<file path="src/rtl/ysyx_24110015_axi_pkg.sv">
// Shared types and constants for the AXI arbiter and crossbar.
package ysyx_24110015_axi_pkg;

   // Arbiter FSM states; StErr is only reachable with ARB_TIMEOUT_EN.
   typedef enum logic [1:0] {
      StIdle  = 2'd0,
      StRead  = 2'd1,
      StWrite = 2'd2,
      StErr   = 2'd3
   } arb_state_e;

   localparam logic [1:0] RESP_OKAY   = 2'b00;
   localparam logic [1:0] RESP_SLVERR = 2'b10;

   // Round-robin successor of cur in [0, n), wrapping n-1 back to 0.
   function automatic logic [31:0] rr_next(input logic [31:0] cur, input logic [31:0] n);
      return (cur + 32'd1 >= n) ? 32'd0 : cur + 32'd1;
   endfunction

endpackage

</file>
<file path="src/rtl/ysyx_24110015_rr_picker.sv">
// Combinational round-robin priority picker: returns the first set bit of req
// at or after ptr, wrapping around. found is low when req is all zero.
module ysyx_24110015_rr_picker #(
   parameter int unsigned N     = 2,
   parameter int unsigned IDX_W = (N > 1) ? $clog2(N) : 1
) (
   input  logic [N-1:0]     req,
   input  logic [IDX_W-1:0] ptr,
   output logic [IDX_W-1:0] idx,
   output logic             found
);

   logic [31:0]      sum;
   logic [IDX_W-1:0] cand;

   // Scan N candidates starting at ptr; the first requester wins.
   always_comb begin
      idx   = '0;
      found = 1'b0;
      sum   = '0;
      cand  = '0;
      for (int unsigned k = 0; k < N; k++) begin
         sum = 32'(ptr) + k;
         if (sum >= N) begin
            sum = sum - N;
         end
         cand = IDX_W'(sum);
         if (!found && req[cand]) begin
            found = 1'b1;
            idx   = cand;
         end
      end
   end

endmodule

</file>
<file path="src/rtl/ysyx_24110015_axi_rr_arbiter.sv">
// N-to-1 AXI4 round-robin arbiter with whole-transaction locking.
// One transaction (read or write) is outstanding at a time; the granted master's
// channels are forwarded combinationally, all others see zeros.
// Optional: define ARB_TIMEOUT_EN to add a watchdog that answers a hung
// transaction with SLVERR via the StErr state.
module ysyx_24110015_axi_rr_arbiter
   import ysyx_24110015_axi_pkg::*;
#(
   parameter int unsigned NUM_MASTERS    = 2,
   parameter int unsigned ADDR_W         = 32,
   parameter int unsigned DATA_W         = 32,
   parameter int unsigned ID_W           = 4,
   parameter int unsigned TIMEOUT_CYCLES = 1024
) (
   input  logic                                 clk,
   input  logic                                 rst_n,
   // upstream AR
   input  logic [NUM_MASTERS-1:0]               m_arvalid,
   output logic [NUM_MASTERS-1:0]               m_arready,
   input  logic [NUM_MASTERS-1:0][ADDR_W-1:0]   m_araddr,
   input  logic [NUM_MASTERS-1:0][ID_W-1:0]     m_arid,
   input  logic [NUM_MASTERS-1:0][7:0]          m_arlen,
   input  logic [NUM_MASTERS-1:0][2:0]          m_arsize,
   input  logic [NUM_MASTERS-1:0][1:0]          m_arburst,
   // upstream R
   output logic [NUM_MASTERS-1:0]               m_rvalid,
   input  logic [NUM_MASTERS-1:0]               m_rready,
   output logic [NUM_MASTERS-1:0][DATA_W-1:0]   m_rdata,
   output logic [NUM_MASTERS-1:0][1:0]          m_rresp,
   output logic [NUM_MASTERS-1:0]               m_rlast,
   output logic [NUM_MASTERS-1:0][ID_W-1:0]     m_rid,
   // upstream AW
   input  logic [NUM_MASTERS-1:0]               m_awvalid,
   output logic [NUM_MASTERS-1:0]               m_awready,
   input  logic [NUM_MASTERS-1:0][ADDR_W-1:0]   m_awaddr,
   input  logic [NUM_MASTERS-1:0][ID_W-1:0]     m_awid,
   input  logic [NUM_MASTERS-1:0][7:0]          m_awlen,
   input  logic [NUM_MASTERS-1:0][2:0]          m_awsize,
   input  logic [NUM_MASTERS-1:0][1:0]          m_awburst,
   // upstream W
   input  logic [NUM_MASTERS-1:0]               m_wvalid,
   output logic [NUM_MASTERS-1:0]               m_wready,
   input  logic [NUM_MASTERS-1:0][DATA_W-1:0]   m_wdata,
   input  logic [NUM_MASTERS-1:0][DATA_W/8-1:0] m_wstrb,
   input  logic [NUM_MASTERS-1:0]               m_wlast,
   // upstream B
   output logic [NUM_MASTERS-1:0]               m_bvalid,
   input  logic [NUM_MASTERS-1:0]               m_bready,
   output logic [NUM_MASTERS-1:0][1:0]          m_bresp,
   output logic [NUM_MASTERS-1:0][ID_W-1:0]     m_bid,
   // downstream AR
   output logic                                 s_arvalid,
   input  logic                                 s_arready,
   output logic [ADDR_W-1:0]                    s_araddr,
   output logic [ID_W-1:0]                      s_arid,
   output logic [7:0]                           s_arlen,
   output logic [2:0]                           s_arsize,
   output logic [1:0]                           s_arburst,
   // downstream R
   input  logic                                 s_rvalid,
   output logic                                 s_rready,
   input  logic [DATA_W-1:0]                    s_rdata,
   input  logic [1:0]                           s_rresp,
   input  logic                                 s_rlast,
   input  logic [ID_W-1:0]                      s_rid,
   // downstream AW
   output logic                                 s_awvalid,
   input  logic                                 s_awready,
   output logic [ADDR_W-1:0]                    s_awaddr,
   output logic [ID_W-1:0]                      s_awid,
   output logic [7:0]                           s_awlen,
   output logic [2:0]                           s_awsize,
   output logic [1:0]                           s_awburst,
   // downstream W
   output logic                                 s_wvalid,
   input  logic                                 s_wready,
   output logic [DATA_W-1:0]                    s_wdata,
   output logic [DATA_W/8-1:0]                  s_wstrb,
   output logic                                 s_wlast,
   // downstream B
   input  logic                                 s_bvalid,
   output logic                                 s_bready,
   input  logic [1:0]                           s_bresp,
   input  logic [ID_W-1:0]                      s_bid
);

   localparam int unsigned IDX_W = (NUM_MASTERS > 1) ? $clog2(NUM_MASTERS) : 1;

   arb_state_e             state_q, state_d;
   logic [IDX_W-1:0]       grant_q, grant_d;
   logic [IDX_W-1:0]       ptr_q, ptr_d;
   // Address/last-data already accepted downstream: stop forwarding so a master
   // re-raising valid cannot open a second outstanding transaction.
   logic                   ar_done_q, ar_done_d;
   logic                   aw_done_q, aw_done_d;
   logic                   w_done_q, w_done_d;

   logic [NUM_MASTERS-1:0] req;
   logic [IDX_W-1:0]       pick_idx;
   logic                   pick_found;
   logic [IDX_W-1:0]       ptr_after;
   logic                   ar_hs, aw_hs, w_last_hs, r_last_hs, b_hs;

   assign req       = m_arvalid | m_awvalid;
   assign ptr_after = IDX_W'(rr_next(32'(grant_q), NUM_MASTERS));
   assign ar_hs     = s_arvalid & s_arready;
   assign aw_hs     = s_awvalid & s_awready;
   assign w_last_hs = s_wvalid & s_wready & s_wlast;
   assign r_last_hs = s_rvalid & s_rready & s_rlast;
   assign b_hs      = s_bvalid & s_bready;

   ysyx_24110015_rr_picker #(
      .N     (NUM_MASTERS),
      .IDX_W (IDX_W)
   ) u_picker (
      .req   (req),
      .ptr   (ptr_q),
      .idx   (pick_idx),
      .found (pick_found)
   );

`ifdef ARB_TIMEOUT_EN
   localparam int unsigned CNT_W = $clog2(TIMEOUT_CYCLES + 1);

   logic [CNT_W-1:0] cnt_q, cnt_d;
   logic             is_read_q, is_read_d;
   logic [ID_W-1:0]  id_q, id_d;
   logic             any_hs;
   logic             cnt_expire;

   assign any_hs = ar_hs | aw_hs | (s_rvalid & s_rready) | (s_wvalid & s_wready) | b_hs;
   assign cnt_expire = ((state_q == StRead) || (state_q == StWrite)) && !any_hs &&
                       (cnt_q == CNT_W'(TIMEOUT_CYCLES - 1));

   // Watchdog counts stalled cycles; cleared in IDLE (so entry starts at 0) and on handshakes.
   always_comb begin
      cnt_d     = '0;
      is_read_d = is_read_q;
      id_d      = id_q;
      if (((state_q == StRead) || (state_q == StWrite)) && !any_hs) begin
         cnt_d = cnt_q + 1'b1;
      end
      if (state_q == StIdle && pick_found) begin
         is_read_d = m_arvalid[pick_idx];
         id_d      = m_arvalid[pick_idx] ? m_arid[pick_idx] : m_awid[pick_idx];
      end
   end

   // Watchdog and error-response context registers.
   always_ff @(posedge clk or negedge rst_n) begin
      if (!rst_n) begin
         cnt_q     <= '0;
         is_read_q <= 1'b0;
         id_q      <= '0;
      end else begin
         cnt_q     <= cnt_d;
         is_read_q <= is_read_d;
         id_q      <= id_d;
      end
   end
`endif

   // Next-state: arbitrate in IDLE, lock until the transaction's final handshake.
   always_comb begin
      state_d   = state_q;
      grant_d   = grant_q;
      ptr_d     = ptr_q;
      ar_done_d = ar_done_q;
      aw_done_d = aw_done_q;
      w_done_d  = w_done_q;
      unique case (state_q)
         StIdle: begin
            if (pick_found) begin
               grant_d   = pick_idx;
               state_d   = m_arvalid[pick_idx] ? StRead : StWrite;
               ar_done_d = 1'b0;
               aw_done_d = 1'b0;
               w_done_d  = 1'b0;
            end
         end
         StRead: begin
            if (ar_hs) ar_done_d = 1'b1;
`ifdef ARB_TIMEOUT_EN
            if (cnt_expire) state_d = StErr;
`endif
            if (r_last_hs) begin
               state_d = StIdle;
               ptr_d   = ptr_after;
            end
         end
         StWrite: begin
            if (aw_hs) aw_done_d = 1'b1;
            if (w_last_hs) w_done_d = 1'b1;
`ifdef ARB_TIMEOUT_EN
            if (cnt_expire) state_d = StErr;
`endif
            if (b_hs) begin
               state_d = StIdle;
               ptr_d   = ptr_after;
            end
         end
`ifdef ARB_TIMEOUT_EN
         StErr: begin
            if (is_read_q ? m_rready[grant_q] : m_bready[grant_q]) begin
               state_d = StIdle;
               ptr_d   = ptr_after;
            end
         end
`endif
         default: state_d = StIdle;
      endcase
   end

   // Arbiter state registers.
   always_ff @(posedge clk or negedge rst_n) begin
      if (!rst_n) begin
         state_q   <= StIdle;
         grant_q   <= '0;
         ptr_q     <= '0;
         ar_done_q <= 1'b0;
         aw_done_q <= 1'b0;
         w_done_q  <= 1'b0;
      end else begin
         state_q   <= state_d;
         grant_q   <= grant_d;
         ptr_q     <= ptr_d;
         ar_done_q <= ar_done_d;
         aw_done_q <= aw_done_d;
         w_done_q  <= w_done_d;
      end
   end

   // Channel routing: payloads follow the grant, handshakes only in the owning state.
   always_comb begin
      m_arready = '0;
      m_rvalid  = '0;
      m_rdata   = '0;
      m_rresp   = '0;
      m_rlast   = '0;
      m_rid     = '0;
      m_awready = '0;
      m_wready  = '0;
      m_bvalid  = '0;
      m_bresp   = '0;
      m_bid     = '0;
      s_arvalid = 1'b0;
      s_araddr  = m_araddr[grant_q];
      s_arid    = m_arid[grant_q];
      s_arlen   = m_arlen[grant_q];
      s_arsize  = m_arsize[grant_q];
      s_arburst = m_arburst[grant_q];
      s_rready  = 1'b0;
      s_awvalid = 1'b0;
      s_awaddr  = m_awaddr[grant_q];
      s_awid    = m_awid[grant_q];
      s_awlen   = m_awlen[grant_q];
      s_awsize  = m_awsize[grant_q];
      s_awburst = m_awburst[grant_q];
      s_wvalid  = 1'b0;
      s_wdata   = m_wdata[grant_q];
      s_wstrb   = m_wstrb[grant_q];
      s_wlast   = m_wlast[grant_q];
      s_bready  = 1'b0;
      unique case (state_q)
         StRead: begin
            s_arvalid          = m_arvalid[grant_q] & ~ar_done_q;
            m_arready[grant_q] = s_arready & ~ar_done_q;
            m_rvalid[grant_q]  = s_rvalid;
            m_rdata[grant_q]   = s_rdata;
            m_rresp[grant_q]   = s_rresp;
            m_rlast[grant_q]   = s_rlast;
            m_rid[grant_q]     = s_rid;
            s_rready           = m_rready[grant_q];
         end
         StWrite: begin
            s_awvalid          = m_awvalid[grant_q] & ~aw_done_q;
            m_awready[grant_q] = s_awready & ~aw_done_q;
            s_wvalid           = m_wvalid[grant_q] & ~w_done_q;
            m_wready[grant_q]  = s_wready & ~w_done_q;
            m_bvalid[grant_q]  = s_bvalid;
            m_bresp[grant_q]   = s_bresp;
            m_bid[grant_q]     = s_bid;
            s_bready           = m_bready[grant_q];
         end
`ifdef ARB_TIMEOUT_EN
         StErr: begin
            if (is_read_q) begin
               m_rvalid[grant_q] = 1'b1;
               m_rresp[grant_q]  = RESP_SLVERR;
               m_rlast[grant_q]  = 1'b1;
               m_rid[grant_q]    = id_q;
            end else begin
               m_bvalid[grant_q] = 1'b1;
               m_bresp[grant_q]  = RESP_SLVERR;
               m_bid[grant_q]    = id_q;
            end
         end
`endif
         default: ;
      endcase
   end

endmodule

</file>
<file path="config.mk">
export PLATFORM = sky130hd
export DESIGN_NAME = ysyx_24110015_axi_rr_arbiter
export DESIGN_NICKNAME = d
export VERILOG_FILES = /design/src/rtl/ysyx_24110015_axi_pkg.sv /design/src/rtl/ysyx_24110015_rr_picker.sv /design/src/rtl/ysyx_24110015_axi_rr_arbiter.sv
export SDC_FILE = /design/constraint.sdc
export NUM_CORES = 1
export LEC_CHECK = 0
export CAP_MARGIN = 15
export CORE_AREA = 2 2 220 222
export CTS_BUF_LIST = sky130_fd_sc_hd__clkbuf_2
export DETAILED_ROUTE_END_ITERATION = 8
export DIE_AREA = 0 0 222 224
export DONT_BUFFER_PORTS = 1
export PLACE_DENSITY_LB_ADDON = 0.05
export SLEW_MARGIN = 10
export SYNTH_ARGS = -nofsm -noshare
export SYNTH_HDL_FRONTEND = slang
export SYNTH_SLANG_ARGS = --single-unit
</file>
<file path="constraint.sdc">
create_clock -name clk -period 1.5 [get_ports clk]
set_input_delay 0.45 -clock clk [delete_from_list [all_inputs] [get_ports clk]]
set_output_delay 0.45 -clock clk [all_outputs]
set_load 0.1 [all_outputs]
</file>
# --- Yosys cells after proc, flatten, opt, wreduce, memory -nomap -nowiden ---
# Index checks and enable logic that the tools add are counted.
word_totals:
  ff_bits: 7
  latch_bits: 0
  ram_bits: 0
  romBits: 0
  in_bits: 332
  n_memories: 0
classes:
  n_addsub: 4
  mul: 0
  div_mod_pow: 0
  order_cmp: 8
  eq_ne: 8
  shift: 0
  mux: 88
  n_bitwise: 28
  n_reduce_logical: 13
ops:
  columns: ["op", "n"]
  rows:
  - ["$mux 32", 7]
  - ["$and 64x64->64", 1]
  - ["$mux 64", 1]
  - ["$mux 8", 6]
  - ["$mux 1", 37]
  - ["$mux 4", 9]
  - ["$demux 32 s1", 1]
  - ["$mux 2", 15]
  - ["$and 8x8->8", 2]
  - ["$reduce_and 3->1", 5]
  - ["$and 1x1->1", 13]
  - ["$and 2x2->2", 6]
  - ["$mux 3", 4]
  - ["$ne 2x2->1 const B", 6]
  - ["$and 4x4->4", 2]
  - ["$lt 1x2->1 const B", 4]
  - ["$pmux 1 s2", 4]
  - ["$pmux 2 s3", 1]
  - ["$reduce_bool 2->1", 3]
  - ["$add 1x1->2 const B", 2]
  - ["$demux 4 s1", 1]
  - ["$ge 2x2->1 const B", 2]
  - ["$not 1->1", 3]
  - ["$demux 2 s1", 1]
  - ["11 further kinds", 13]

# --- Logic depth before layout (Yosys ltp) ---
depth:
  word_depth: 13
  ltp_mapped: 6
  depth_no_buf: 4

# --- Hierarchy ---
# From an unflattened synthesis, not the netlist that was laid out.
unflattened:
  hier_cells: 317
  hier_area_um2: 2824.0
by_module_without_submodules:
  columns: ["mod", "instances", "cells_each", "area_each_um2", "seq_area_each_um2"]
  rows:
  - ["ysyx_24110015_axi_rr_arbiter", 1, 314, 2806.4, 175.2]
  - ["ysyx_24110015_rr_picker", 1, 3, 17.5, 0.0]

# --- Least setup slack after synthesis ---
# OpenSTA, ideal clock, no wires.
synth_path:
  kind: "flip-flop to output port"
  startpoint: "reg grant_q"
  endpoint: "out m_arready[0]"
  t_arrival_ps: 3954
  path_slack_ps: -2904
  stages_incl_launch_ff: 5
  path_buffers: 3
  cell_sequence: "dfrtp_1 buf_6 buf_6 buf_2 nor4b_1"
synth_via:
  elab_chain_len: 6
  word_cells_on_any_way: 7
synth_lines:
  columns: ["element", "line_no", "text"]
  rows:
  - ["start: declaration", "ysyx_24110015_axi_rr_arbiter.sv:90", "logic [IDX_W-1:0] grant_q, grant_d;"]
  - ["start signal: assignment", "ysyx_24110015_axi_rr_arbiter.sv:225", "grant_q <= grant_d;"]
  - ["$lt 1x2->1 (not written as such) / $ge 1x1->1 (equally long branches)", "ysyx_24110015_axi_rr_arbiter.sv:267", "m_arready[grant_q] = s_arready & ~ar_done_q;"]
  - ["$logic_and 1x1->1 (not written as such)", "ysyx_24110015_axi_rr_arbiter.sv:267", null]
  - ["$mux 1 (not written as such)", "ysyx_24110015_axi_rr_arbiter.sv:267", null]
  - ["$demux 1 s1 *", "ysyx_24110015_axi_rr_arbiter.sv:267", null]
  - ["$and 2x2->2 (no line) *", null, null]
  - ["$mux 2 *", "ysyx_24110015_axi_rr_arbiter.sv:264", "unique case (state_q)"]
  - ["end: declaration", "ysyx_24110015_axi_rr_arbiter.sv:19", "output logic [NUM_MASTERS-1:0] m_arready,"]
# Mark *: on every way between the ends. The rest lies on a longest branch, timed or not.

# --- Final worst setup path ---
layout_path:
  startpoint: "reg grant_q"
  endpoint: "out s_arvalid"
layout_via:
  elab_chain_len: 4
layout_lines:
  columns: ["element", "line_no", "text"]
  rows:
  - ["$mux 1 (not written as such) (2 in a row)", "ysyx_24110015_axi_rr_arbiter.sv:266", "s_arvalid = m_arvalid[grant_q] & ~ar_done_q;"]
  - ["$and 1x1->1", "ysyx_24110015_axi_rr_arbiter.sv:266", null]
  - ["$mux 1", "ysyx_24110015_axi_rr_arbiter.sv:264", null]
  - ["end: declaration", "ysyx_24110015_axi_rr_arbiter.sv:52", "output logic s_arvalid,"]
# No other way between the ends. The select of a mux whose other input is x is not followed.

==> results.md <==
- Final wirelength: 23.53 mm
- Most common cell after layout, fill and taps aside: mux2_4
- CP top delay family: flip-flops
- CP Depth: 5
- Total track usage: 8.325%
- Status: complete, but fails checks
- Reg clk slew, reported paths: 0.11 ns
- Violated checks: negative setup slack
- Routability Congestion: 0.8218
- Worst-path fanout max: 9
- Global-route wire length before repair: 30.22 mm
- Critical path capture point: s_arvalid
- Num CTS Buffers: 3
- Setup WS post-layout: -0.6434 ns
- Area grow syn2layout: 166.5%
- FF-to-FF path depth: 8
- FF-to-FF Start: grant_q
- Skew final: 0.01110 ns
- CORE AREA: 47,350 µm²
- Grt met2 use: 14.16%
- Worst path arrival time: 1.69 ns
- Final Hold Viols: 0
- WL per Instance: 21.89 µm
- Final Cycle Share: 142.9%
- DRT antenna net count: 0
- Vias in the first global route: 3,399
- Drt initial violations: 92
- Row cnt: 80
- Relative slew slack: 66.52%
- Antenna Cells: 0
- Port bufs: 0
- GR Layer Usage met3: 2.650%
- Syn Area/Cell: 8.927 µm²
- Final core utilization: 16.03%
- Vias/cell: 3.070
- Initial antenna violation count: 4
- GR Overflow Total: 0
- Min-Delay Path Class: in2reg
- Syn Inst Count: 319
- Worst Path Class, Setup: reg2out
- Clk Latency, worst-skew pair: 0.25 ns
- Clock Path Buffers: 2
- Most frequent cells in the layout: mux2_4 (130), buf_12 (123), and2_4 (47)
- Slack of the worst reg-to-reg path: -0.36 ns
- Die X: 222 µm
- Total clock sinks: 7
- Layout Nets: 793
- Slew @ Worst Pin: 0.5005 ns
- Worst setup path startpoint: grant_q
- RSZ-0062 raised after global routing: yes
- Initial core utilization: 6.015%
- Tmin final: 2.143 ns
- Cell mode on critical path: buf_12
- Busiest grt layer: met2
- Post-Syn Area: 2848 µm²
- Crit start category: flip-flop
- Worst Setup End Kind: output port
- Met1 usage: 10.81%
- Max stage delay on crit path: 0.54 ns
- Synth Register Bits: 7
- Final max-slew violation count: 0
- Die H: 224 µm
- Area taken by multi-input logic gates: 3521 µm²
- Hold-critical path depth: 1
- Die area: 49,730 µm²
- Largest net degree at the start of global routing: 33
- Initial DRT Pass Iterations: 5
- H-tree levels: 1
- F_max: 466.6 MHz
- Number of remaining DRC errors: 0
- CP bufs+invs: 3
- Syn nets: 651
- Slowest CP cell: dfrtp_4
- IO Pins: 572
- Number of vias in the routed layout: 3,300
- Max-Cap Viols: 0
- Final setup fails: 246
- Hpwl dp: 19.72 mm
- Layout cells sized above 1: 94.13%
- CTS root buf: clkbuf_2
- Cell variety after synth: 35
- Ys Warns: 0
- CP required: 1.05 ns
- Worst hold margin: 0.3269 ns
- Total area of sequential cells: 180.2 µm²
- Filler instances: 5,198
- Crit-path cells: buf_12, buf_16, mux2i_4, nor3_4, buf_12
- Sequential-to-total area share from yosys stat: 6.151%
- Worst R2R End: ptr_q
- CTS tree: built
## metal layers
| layer | share of wire (%) | vias up |
|---|---|---|
| met1 | 42 | 1665 |
| met2 | 51 | 170 |
| met3 | 7.4 | 12 |
| met5 | 0.18 | - |
| li1 | - | 1445 |
| met4 | 0.098 | 8 |
## timing repair
action / 4_1_cts / 5_1_grt
gates resized for setup: 31 / 13
pin swaps: 20 / 28
cloned: 8 / 2
hold endpoints to repair: 7 / 0
endpoints found under the setup margin: 246 / 247
setup buffers: 18 / 8
hold buffers: 1 / 0
## cell type report
type | count | area share (%)
Multi-Input combinational cell | 279 | 46.39
Tap cell | 615 | 10.14
Inverter | 2 | 0.09891
Clock inverter | 1 | 0.06594
Sequential cell | 7 | 2.374
Clock buffer | 3 | 0.1978
Timing Repair Buffer | 168 | 40.74
## Yosys cell counts
master	number	share of area, %
buf_4	12	3.2
nand3_1	1	0.18
nor4_1	1	0.22
o21ai_1	1	0.18
nor2_2	2	0.44
clkbuf_2	4	0.70
nor3_2	1	0.35
dfrtp_1	7	6.2
nand2_1	5	0.66
buf_2	2	0.35
o31ai_2	1	0.44
a21oi_1	2	0.35
mux2i_4	1	0.79
o221ai_1	1	0.31
a22o_1	2	0.62
clkbuf_1	8	1.1
inv_1	2	0.26
and2b_4	1	0.35
mux2i_1	4	1.4
mux2_2	135	53
o21ai_0	1	0.18
nand4_2	1	0.44
a222oi_1	1	0.35
nor2_1	8	1.1
mux2_4	1	0.53
nor3_1	5	0.88
nor4b_1	1	0.31
or3_1	1	0.22
and3_1	46	10
and2_1	47	10
nand2b_1	6	1.3
and2b_1	1	0.26
and4b_1	1	0.35
a32o_1	1	0.35
buf_6	5	2.0
## worst min path at each step
stage | startpoint | end | slack, ns
2_1_floorplan | rst_n | ar_done_q | 0.15
3_3_place_gp | rst_n | aw_done_q | 0.15
3_5_place_dp | rst_n | aw_done_q | 0.15
4_1_cts | s_awready | aw_done_q | 0.29
5_1_grt | s_arready | ar_done_q | 0.30
6_report | s_awready | aw_done_q | 0.33
## worst register-to-register path: stages, from the launching register on
cell	delay [ns]
dfrtp_4	0.54
buf_12	0.18
buf_4	0.17
mux2_4	0.29
buf_4	0.14
buf_4	0.15
nand4_4	0.10
o31ai_2	0.08
mux2i_1	0.12
## through the flow
stage | instances | setup TNS (ns) | setup slack [ns] | cell area [µm²]
2_1_floorplan | 319 | -54.42 | -0.7483 | 3984
3_3_place_gp | 1036 | -73.68 | -0.4412 | 6843
3_5_place_dp | 1036 | -77.33 | -0.4741 | 6843
4_1_cts | 1067 | -151.28 | -0.7106 | 7463
5_1_grt | 1075 | -159.96 | -0.7542 | 7590
6_report | 1075 | -138.24 | -0.6434 | 7590
## registers in the layout, indices dropped and copies added (netlist names)
| name | count |
|---|---|
| ar_done_q | 1 |
| aw_done_q | 1 |
| grant_q | 1 |
| ptr_q | 1 |
| state_q | 2 |
| w_done_q | 1 |
## logic make-up (layout without fill, tap and decap cells)
logic type / count (synthesis) / in the layout / synth area share (%)
DFF: 7 / 7 / 6.151
and+or+nand+nor: 128 / 128 / 27.46
AOI/OAI and AO/OA: 10 / 10 / 2.768
muxes: 141 / 141 / 56.11
buffers and inverters: 33 / 174 / 7.513
Power is not shown: default switching activity piles up to over one toggle a cycle in this logic, so the estimate is an artifact.
